### src/rtl/prep_eng_ctrl_pkg.sv
// Shared types and default widths for the multi-unit PREPARE engine controller.
package prep_eng_ctrl_pkg;

    typedef enum logic [2:0] {
        READY     = 3'd0,
        HANDLE_OP = 3'd1,
        SEND_META = 3'd2,
        SEND_DATA = 3'd3,
        WAIT_DONE = 3'd4
    } state_e;

    localparam int DEF_NUM_UNITS      = 2;
    localparam int DEF_DATA_BEATS     = 1;
    localparam int DEF_EARLY_ACK      = 1;
    localparam int DEF_TIMEOUT_CYCLES = 0;
    localparam int DEF_TO_W           = 16;
    localparam int DEF_CNT_W          = 32;

endpackage

### src/rtl/prep_done_tracker.sv
// Sticky per-worker completion bits; a done pulse counts in the cycle it arrives.
module prep_done_tracker
    import prep_eng_ctrl_pkg::*;
#(
    parameter int NUM_UNITS = DEF_NUM_UNITS
) (
    input  logic                 clk,
    input  logic                 rst_n,
    input  logic                 clear_i,
    input  logic                 capture_i,
    input  logic [NUM_UNITS-1:0] done_i,
    output logic                 all_done_o
);

    logic [NUM_UNITS-1:0] done_sticky_q;
    logic [NUM_UNITS-1:0] done_sticky_d;

    // Clear wins over capture so pulses in the accept cycle are dropped.
    always_comb begin
        done_sticky_d = done_sticky_q;
        if (clear_i) begin
            done_sticky_d = '0;
        end else if (capture_i) begin
            done_sticky_d = done_sticky_q | done_i;
        end
    end

    always_ff @(posedge clk or negedge rst_n) begin
        if (!rst_n) begin
            done_sticky_q <= '0;
        end else begin
            done_sticky_q <= done_sticky_d;
        end
    end

    assign all_done_o = &(done_sticky_q | done_i);

endmodule

### src/rtl/prep_eng_ctrl_multi.sv
// PREPARE engine controller: starts NUM_UNITS workers, sends a multi-beat
// PREPARE-OK (early or late ack), commits VR state, times out and counts.
module prep_eng_ctrl_multi
    import prep_eng_ctrl_pkg::*;
#(
    parameter int NUM_UNITS      = DEF_NUM_UNITS,
    parameter int DATA_BEATS     = DEF_DATA_BEATS,
    parameter int EARLY_ACK      = DEF_EARLY_ACK,
    parameter int TIMEOUT_CYCLES = DEF_TIMEOUT_CYCLES,
    parameter int TO_W           = DEF_TO_W,
    parameter int CNT_W          = DEF_CNT_W
) (
    input  logic                          clk,
    input  logic                          rst_n,
    input  logic                          manage_prep_msg_val,
    output logic                          prep_manage_msg_rdy,
    input  logic                          manage_prep_req_val,
    output logic                          ctrl_datap_store_info,
    input  logic                          datap_ctrl_prep_ok,
    input  logic                          datap_ctrl_log_has_space,
    output logic [NUM_UNITS-1:0]          start_units,
    input  logic [NUM_UNITS-1:0]          unit_done,
    output logic                          prep_vr_state_wr_req,
    output logic                          prep_to_udp_meta_val,
    input  logic                          to_udp_prep_meta_rdy,
    output logic                          prep_to_udp_data_val,
    output logic                          prep_to_udp_data_last,
    input  logic                          to_udp_prep_data_rdy,
    output logic [$clog2(DATA_BEATS):0]   prep_beat_idx,
    output logic                          prep_engine_rdy,
    output logic                          timeout_err,
    output logic [CNT_W-1:0]              stat_prep_cnt,
    output logic [CNT_W-1:0]              stat_commit_cnt,
    output logic [CNT_W-1:0]              stat_reject_cnt,
    output logic [CNT_W-1:0]              stat_timeout_cnt
);

    localparam int BW = $clog2(DATA_BEATS) + 1;
    localparam logic [BW-1:0]   LAST_BEAT = BW'(DATA_BEATS - 1);
    localparam logic [TO_W-1:0] TO_LIMIT  = TO_W'(TIMEOUT_CYCLES);

    state_e            state_q, state_d;
    logic [BW-1:0]     beat_cnt_q;
    logic [TO_W-1:0]   to_cnt_q;
    logic [CNT_W-1:0]  prep_cnt_q, commit_cnt_q, reject_cnt_q, timeout_cnt_q;

    logic all_done, commit_ok, last_beat;
    logic accept, decide, beat_clr, beat_inc;

    prep_done_tracker #(.NUM_UNITS(NUM_UNITS)) u_done_tracker (
        .clk        (clk),
        .rst_n      (rst_n),
        .clear_i    (accept),
        .capture_i  (state_q != READY),
        .done_i     (unit_done),
        .all_done_o (all_done)
    );

    assign commit_ok = datap_ctrl_prep_ok & datap_ctrl_log_has_space;
    assign last_beat = (beat_cnt_q == LAST_BEAT);

    // Every valid/ready here is a level: valid is held until its ready is seen,
    // and a transfer happens only in a cycle where both are high.
    always_comb begin
        state_d               = state_q;
        prep_manage_msg_rdy   = 1'b0;
        ctrl_datap_store_info = 1'b0;
        start_units           = '0;
        prep_to_udp_meta_val  = 1'b0;
        prep_to_udp_data_val  = 1'b0;
        prep_to_udp_data_last = 1'b0;
        prep_engine_rdy       = 1'b0;
        timeout_err           = 1'b0;
        accept                = 1'b0;
        decide                = 1'b0;
        beat_clr              = 1'b0;
        beat_inc              = 1'b0;
        case (state_q)
            READY: begin
                ctrl_datap_store_info = 1'b1;
                prep_engine_rdy       = 1'b1;
                if (manage_prep_msg_val && manage_prep_req_val) begin
                    prep_manage_msg_rdy = 1'b1;
                    start_units         = '1;
                    accept              = 1'b1;
                    state_d             = HANDLE_OP;
                end
            end
            HANDLE_OP: begin
                state_d = (EARLY_ACK != 0) ? SEND_META : WAIT_DONE;
            end
            SEND_META: begin
                prep_to_udp_meta_val = 1'b1;
                if (to_udp_prep_meta_rdy) begin
                    beat_clr = 1'b1;
                    state_d  = SEND_DATA;
                end
            end
            SEND_DATA: begin
                prep_to_udp_data_val  = 1'b1;
                prep_to_udp_data_last = last_beat;
                if (to_udp_prep_data_rdy) begin
                    beat_inc = 1'b1;
                    if (last_beat) begin
                        if (EARLY_ACK == 0) begin
                            state_d = READY;
                        end else if (all_done) begin
                            decide  = 1'b1;
                            state_d = READY;
                        end else begin
                            state_d = WAIT_DONE;
                        end
                    end
                end
            end
            WAIT_DONE: begin
                // A completion in the expiry cycle still commits.
                if (all_done) begin
                    decide = 1'b1;
                    if (EARLY_ACK == 0 && commit_ok) state_d = SEND_META;
                    else                             state_d = READY;
                end else if (TIMEOUT_CYCLES != 0 && to_cnt_q >= TO_LIMIT) begin
                    timeout_err = 1'b1;
                    state_d     = READY;
                end
            end
            default: begin
                state_d               = state_e'('x);
                prep_manage_msg_rdy   = 1'bx;
                ctrl_datap_store_info = 1'bx;
                start_units           = 'x;
                prep_to_udp_meta_val  = 1'bx;
                prep_to_udp_data_val  = 1'bx;
                prep_to_udp_data_last = 1'bx;
                prep_engine_rdy       = 1'bx;
                timeout_err           = 1'bx;
                accept                = 1'bx;
                decide                = 1'bx;
                beat_clr              = 1'bx;
                beat_inc              = 1'bx;
            end
        endcase
    end

    assign prep_vr_state_wr_req = decide & commit_ok;

    always_ff @(posedge clk or negedge rst_n) begin
        if (!rst_n) begin
            state_q       <= READY;
            beat_cnt_q    <= '0;
            to_cnt_q      <= '0;
            prep_cnt_q    <= '0;
            commit_cnt_q  <= '0;
            reject_cnt_q  <= '0;
            timeout_cnt_q <= '0;
        end else begin
            state_q <= state_d;
            if (beat_clr)      beat_cnt_q <= '0;
            else if (beat_inc) beat_cnt_q <= beat_cnt_q + 1'b1;
            if (accept)                                    to_cnt_q <= '0;
            else if (state_q != READY && to_cnt_q != '1)   to_cnt_q <= to_cnt_q + 1'b1;
            if (accept)                                    prep_cnt_q    <= prep_cnt_q + 1'b1;
            if (decide && commit_ok)                       commit_cnt_q  <= commit_cnt_q + 1'b1;
            if (decide && !commit_ok)                      reject_cnt_q  <= reject_cnt_q + 1'b1;
            if (timeout_err)                               timeout_cnt_q <= timeout_cnt_q + 1'b1;
        end
    end

    assign prep_beat_idx    = beat_cnt_q;
    assign stat_prep_cnt    = prep_cnt_q;
    assign stat_commit_cnt  = commit_cnt_q;
    assign stat_reject_cnt  = reject_cnt_q;
    assign stat_timeout_cnt = timeout_cnt_q;

endmodule

### config.mk
export PLATFORM = sky130hd
export DESIGN_NAME = prep_eng_ctrl_multi
export DESIGN_NICKNAME = d
export VERILOG_FILES = /design/src/rtl/prep_eng_ctrl_pkg.sv /design/src/rtl/prep_done_tracker.sv /design/src/rtl/prep_eng_ctrl_multi.sv
export SDC_FILE = /design/constraint.sdc
export NUM_CORES = 1
export LEC_CHECK = 0
export CAP_MARGIN = 10
export CORE_MARGIN = 2
export CORE_UTILIZATION = 48
export DETAILED_ROUTE_END_ITERATION = 7
export PLACE_DENSITY_LB_ADDON = 0.25
export SLEW_MARGIN = 40
export SYNTH_ARGS = -nofsm -noshare
export SYNTH_HDL_FRONTEND = slang
export SYNTH_SLANG_ARGS = --single-unit
### constraint.sdc
create_clock -name clk -period 2.95 [get_ports clk]
set_input_delay 0.59 -clock clk [delete_from_list [all_inputs] [get_ports clk]]
set_output_delay 0.59 -clock clk [all_outputs]
set_load 0.01 [all_outputs]
==> impl_metrics.toml, run 1 <==
[synth]
synth-seq-cells = 102
synth.largest_area_cell = "dfrtp_1"
synthMuxAreaShare_pct = 0.871
synthAdderAreaFrac_pct = 0.946
yosysWarningCount = 0
syn_inst = 479
synth_enable_flop_cells = 0
synth_top_cells_by_area = "dfrtp_1 (51%), xnor2_1 (10%), xor2_1 (5.9%)"
ys_seq_area_share_pct = 50.8
yosys.area_share.simple_pct = 21.9
netlist_area_mm2 = 0.00503
synth_top_family_by_area = "simple AND/OR/NAND/NOR gates"
synth_compound_area_share_pct = 2.17
netlist.area_leader.share_pct = 50.8
async_reset_ff_share_pct = 100
synth.distinct_cells = 41
synth-xor-area-share_pct = 16.4
ys.flop_type = "dfrtp_1"
syn_area_per_cell_um2 = 10.5

[worst_setup_path]
cp_data_required_time_ns = 2.36
cp-start-kind = "input port"
cp_slowest_cell = "clkdlybuf4s50_1"
cp_common_cell = "clkdlybuf4s50_1"
worstPathCellList = "clkdlybuf4s50_1, and4b_1, mux2_2, nand2_1, inv_1, clkdlybuf4s50_1"
cp.arrival_ns = 2.23
path_class = "input port to output port"
end_kind = "output port"
slowest_delay_ns = 0.55
critPathMaxFanout = 3

[cts]
clock_sinks = 102
postCtsSetupRepairBufs = 0
cts_tree = "built"
cts.path.max_buffers = 2
cts_htree_levels = 3
clk_pin_slew_worst_paths_ns = 0.09
cts_buffers = 9
worstSkewPairLatency_ns = 0.36
ctsHoldBuffers = 0
cts_root_buf = "clkbuf_8"
cts_resized = 0

[global_routing]
grt_pass1_vias = 3800
grt.total_usage_pct = 20.3
grt_max_degree = 57
antenna_found_initial = 0
grt_pass1_wl_um = 18400
grt.overflow.total = 0

[power_and_ir_drop]
ir_worst_vdd_v = 0.000344
p_leak_nw = 2.85
finalPower_mw = 3.15
powerDensity_mw_per_mm2 = 490

[die]
coreArea_mm2 = 0.0102
start_util_pct = 49.1
num_io_pins = 149
rows = 37
dieArea_mm2 = 0.0113
fp.dieH_um = 106
chipWidth_um = 106

[drt]
drt_iter0_drc = 120
drt_first_pass_iters = 4
drc = 0
wl_per_cell_um = 14.7
drtAntennaViolNets = 0
wl_um = 10900
vias_per_cell = 5.12
via_count = 3800

[timing]
fmax_mhz = 355
worst_slew_pin_slew_ns = 0.692
setup-violations-final = 0
totalNegativeSetupSlack_ns = 0
slew_violations = 0
period_needed_ns = 2.82
slew_headroom_pct = 52.5
rsz0062_at_grt = "no"
skew_ns = 0.0109
setup_ws_ns = 0.132
holdWs_ns = 0.231
hold_viol = 0
fin_crit_sh_pct = 95.5

[placed_design]
dpl.hpwl_um = 8130
place_ws_ns = 0.130
port-buffer-count = 115
place.gp.congestion = 0.808

[final_layout]
final-seq-area_mm2 = 0.00255
n_fill_cell = 855
diodes = 0
fin_nets = 615
multi_input_area_mm2 = 0.00225
postLayoutCoreUtil_pct = 62.8
drive_gt1_share_pct = 5.45
syn_to_final_growth_pct = 27.8

[status]
outcome = "completed"

[hold_path]
min_path_type = "input port to asynchronous set/reset pin"

[job]
drv_cap = 0
## Yosys cell counts (3+ instances only)
master,number
xor2_1,34
and4_1,9
and2_1,3
or3_1,4
ha_1,3
inv_1,10
and3_1,12
nor3_1,17
nor2_1,28
mux2_2,3
o21ai_0,3
nand4_1,29
nor4_1,13
xnor2_1,60
a21oi_1,4
buf_4,36
clkbuf_1,5
nand2_1,45
dfrtp_1,102
nand3_1,35
## final timing paths
check | from | to | slack (ns) | depth (start not counted)
setup / recovery | to_udp_prep_data_rdy | prep_vr_state_wr_req | 0.13 | 6
hold / removal | rst_n | stat_prep_cnt[26] | 0.23 | 1
setup reg to reg | state_q[0] | stat_prep_cnt[29] | 0.76 | 5
hold reg to reg | stat_commit_cnt[31] | stat_commit_cnt[31] | 0.48 | 1
max in group asynchronous | rst_n | stat_commit_cnt[1] | 2.01 | 2
min in group clk | stat_commit_cnt[31] | stat_commit_cnt[31] | 0.48 | 1
## area by class of cell
type                       instances  share of cell area (%)
clock buffer                       9                    1.93
clock inverter                     6                   0.993
inverter                          10                   0.584
multi-input combinational        355                    35.0
sequential                       102                    39.7
tap                              136                    2.65
timing repair buffer             124                    19.1
## metal layers
layer  track usage [%]  vias up  share of wire [%]
met3              3.00       11                4.1
met1              28.1     1855                 46
met2              32.6       98                 48
met4              7.24        0                1.4
li1                  -     1836                  -
met5                 0        -                  0
## cells in the final DEF (no fill, tap or decap), drive strengths merged, types with 18 or more instances in the layout
cell type / instances
clkdlybuf4s50: 114
dfrtp: 102
xnor2: 60
nand2: 45
nand3: 35
xor2: 34
conb: 33
nand4: 30
nor2: 28
nor3: 18
## flip-flops by register name (all words and copies together) (netlist names)
name	flops
prep_beat_idx	1
stat_reject_cnt	32
state_q	3
stat_prep_cnt	32
u_done_tracker.done_sticky_q	2
stat_commit_cnt	32
## worst max-delay path, delay by kind of cell
| kind | cells | cell delay [ns] |
|---|---|---|
| buf+inv | 3 | 1.13 |
| simple gates | 2 | 0.34 |
| mux | 1 | 0.17 |
## report_power, final
part	internal, mW	switching, mW
clock	0.386	0.470
sequential	1.49	0.143
combinational	0.337	0.319
## kinds of logic after synthesis
| logic type | after synthesis |
|---|---|
| multiplexers | 4 |
| AND/OR/NAND/NOR | 207 |
| adder cells (fa/ha/maj) | 4 |
| buffers and inverters | 54 |
| other | 1 |
| AO/OA/AOI/OAI | 13 |
| flip-flops | 102 |
| XOR/XNOR | 94 |
## metrics by stage
step | instance area [µm²] | std cells
6_report | 6420 | 742
5_1_grt | 6420 | 742
4_1_cts | 6420 | 742
3_5_place_dp | 6240 | 727
3_3_place_gp | 6240 | 727
2_1_floorplan | 5150 | 511
Note: power is estimated with default switching activity, not from simulation.
==> inputs of run 2 (changes only) <==
ABC_AREA = 1   (was default)
CORE_UTILIZATION = 52   (was 48)
PLACE_DENSITY = 0.81   (was default)
PLACE_DENSITY_LB_ADDON = default   (was 0.25)
==> impl_metrics.toml, run 2 <==
[synth]
synth_top_cells_by_area = "dfrtp_1 (37%), nand2_1 (28%), nor2_1 (8.9%)"
synth-seq-cells = 102
syn_inst = 1056
netlist.area_leader.share_pct = 37.4
synth.most_common_cell = "nand2_1"
ys.flop_type = "dfrtp_1"
syn_area_per_cell_um2 = 6.47
async_reset_ff_share_pct = 100
ys_seq_area_share_pct = 37.4
yosysWarningCount = 0
synth.distinct_cells = 28
netlist_area_mm2 = 0.00683
synth_enable_flop_cells = 0
synth.largest_area_cell = "dfrtp_1"
synth_common_cells = "nand2_1 (503), nor2_1 (162), dfrtp_1 (102)"

[drt]
wl_um = 17100
drt_first_pass_iters = 5
drt_iter0_drc = 547
wl_per_cell_um = 12.7
vias_per_cell = 5.00
drtAntennaViolNets = 0
drc = 0
via_count = 6719

[power_and_ir_drop]
p_clk_share_pct = 35.7
powerDensity_mw_per_mm2 = 490
p_leak_nw = 3.71
finalPower_mw = 4.08
p_int_mw = 2.82
pwr-share-comb_pct = 24.1
pwr-share-seq_pct = 40.2
ir_worst_vdd_v = 0.000465
power_switching_mw = 1.26
switching_share_pct = 30.8

[final_layout]
syn_to_final_growth_pct = 22.0
final_common_cell = "nand2_1"
drive_gt1_share_pct = 3.58
fin_nets = 1180
diodes = 0
mostFrequentLayoutCells = "nand2_1 (503), nor2_1 (162), clkdlybuf4s50_1 (114)"

[global_routing]
grt.overflow.total = 0
grt_pass1_wl_um = 28900
grt.total_usage_pct = 25.0
antenna_found_initial = 0
grt_max_degree = 58
grt_pass1_vias = 6185

[placed_design]
port-buffer-count = 115
place.gp.congestion = 0.915
dpl.hpwl_um = 12500

[worst_setup_path]
r2r-end = "stat_commit_cnt[4]"
rrSetupSlack_ns = 1.04
critPathMaxFanout = 4
path_class = "input port to output port"
cp_data_required_time_ns = 2.36
reg2reg_depth = 8
rr_startpoint = "state_q[0]"
cp-start-kind = "input port"
cp.arrival_ns = 2.22
end_kind = "output port"

[timing]
skew_ns = 0.00817
fmax_mhz = 356
setup-violations-final = 0
period_needed_ns = 2.81
totalNegativeSetupSlack_ns = 0
worst_slew_pin_slew_ns = 0.550
hold_viol = 0
rsz0062_at_grt = "no"
fin_crit_sh_pct = 95.3
slew_violations = 0
slew_headroom_pct = 63.3

[cts]
clock_sinks = 102
cts_root_buf = "clkbuf_16"
clk_pin_slew_worst_paths_ns = 0.07
ctsHoldBuffers = 0
cts.path.max_buffers = 2
cts_buffers = 9
worstSkewPairLatency_ns = 0.36
postCtsSetupRepairBufs = 0
cts_tree = "built"
cts_resized = 0
cts_htree_levels = 3

[die]
rows = 41
chipWidth_um = 119
fp.dieH_um = 119
num_io_pins = 149
dieArea_mm2 = 0.0141
coreArea_mm2 = 0.0127
start_util_pct = 53.7

[hold_path]
min_path_type = "input port to asynchronous set/reset pin"

[job]
drv_cap = 0

[status]
outcome = "completed"
[run 2: kinds of logic after synthesis]
kind of cell / count (synthesis) / synth area share, %
simple gates: 770 / 46.2
xor+xnor: 33 / 4.34
buf+inv: 130 / 10.2
other cells: 1 / 0.0549
flops: 102 / 37.4
fa+ha+maj: 3 / 0.550
compound gates: 17 / 1.30
[run 2: cell type report]
cell class,instances,area (µm²)
clock inverter,6,134
multi-input combinational,856,3700
tap,172,215
clock buffer,10,229
timing repair buffer,121,1210
fill,1183,4390
sequential,102,2550
inverter,77,289
[run 2: routing by layer]
metal	wire, µm	vias up	global-route usage (%)
li1	-	3377	-
met1	7600	3072	33.1
met2	8100	241	41.3
met3	1000	29	3.86
met4	378	0	9.67
met5	0	-	0
[run 2: power groups by stage]
stage	sequential (mW)	combinational [mW]	clock, mW
after detailed placement	1.66	0.988	0
after floorplan	1.67	0.631	0
after global routing	1.66	1.09	1.53
after global placement	1.66	0.977	0
after CTS	1.64	0.994	1.47
final	1.64	0.985	1.46
[run 2: through the flow]
step / instance area [µm²] / hold slack (ns) / cells / setup slack, ns / util [%]
floorplan: 6950 / 0.294 / 1088 / 0.974 / -
global placement: 7970 / 0.489 / 1328 / 0.152 / 62.6
detailed placement: 7970 / 0.497 / 1328 / 0.127 / 62.6
CTS: 8330 / 0.336 / 1344 / 0.126 / 65.5
global route: 8330 / 0.249 / 1344 / 0.0457 / 65.5
finish: 8330 / 0.194 / 1344 / 0.138 / 65.5
[run 2: worst max-delay path by stage]
stage,from,to,slack (ns),cells after the start
5_1_grt,unit_done[0],prep_vr_state_wr_req,0.05,6
4_1_cts,unit_done[0],prep_vr_state_wr_req,0.13,6
3_5_place_dp,unit_done[0],prep_vr_state_wr_req,0.13,6
3_3_place_gp,unit_done[0],prep_vr_state_wr_req,0.15,6
2_1_floorplan,state_q[0],start_units[0],0.97,7
6_report,unit_done[0],prep_vr_state_wr_req,0.14,6
[run 2: worst max-delay path, cell delays in order]
cell and delay, ns:
clkdlybuf4s50_1 0.47, nor2_1 0.05, nor2_1 0.30, nand3_4 0.14, nor2_4 0.12, clkdlybuf4s50_1 0.55
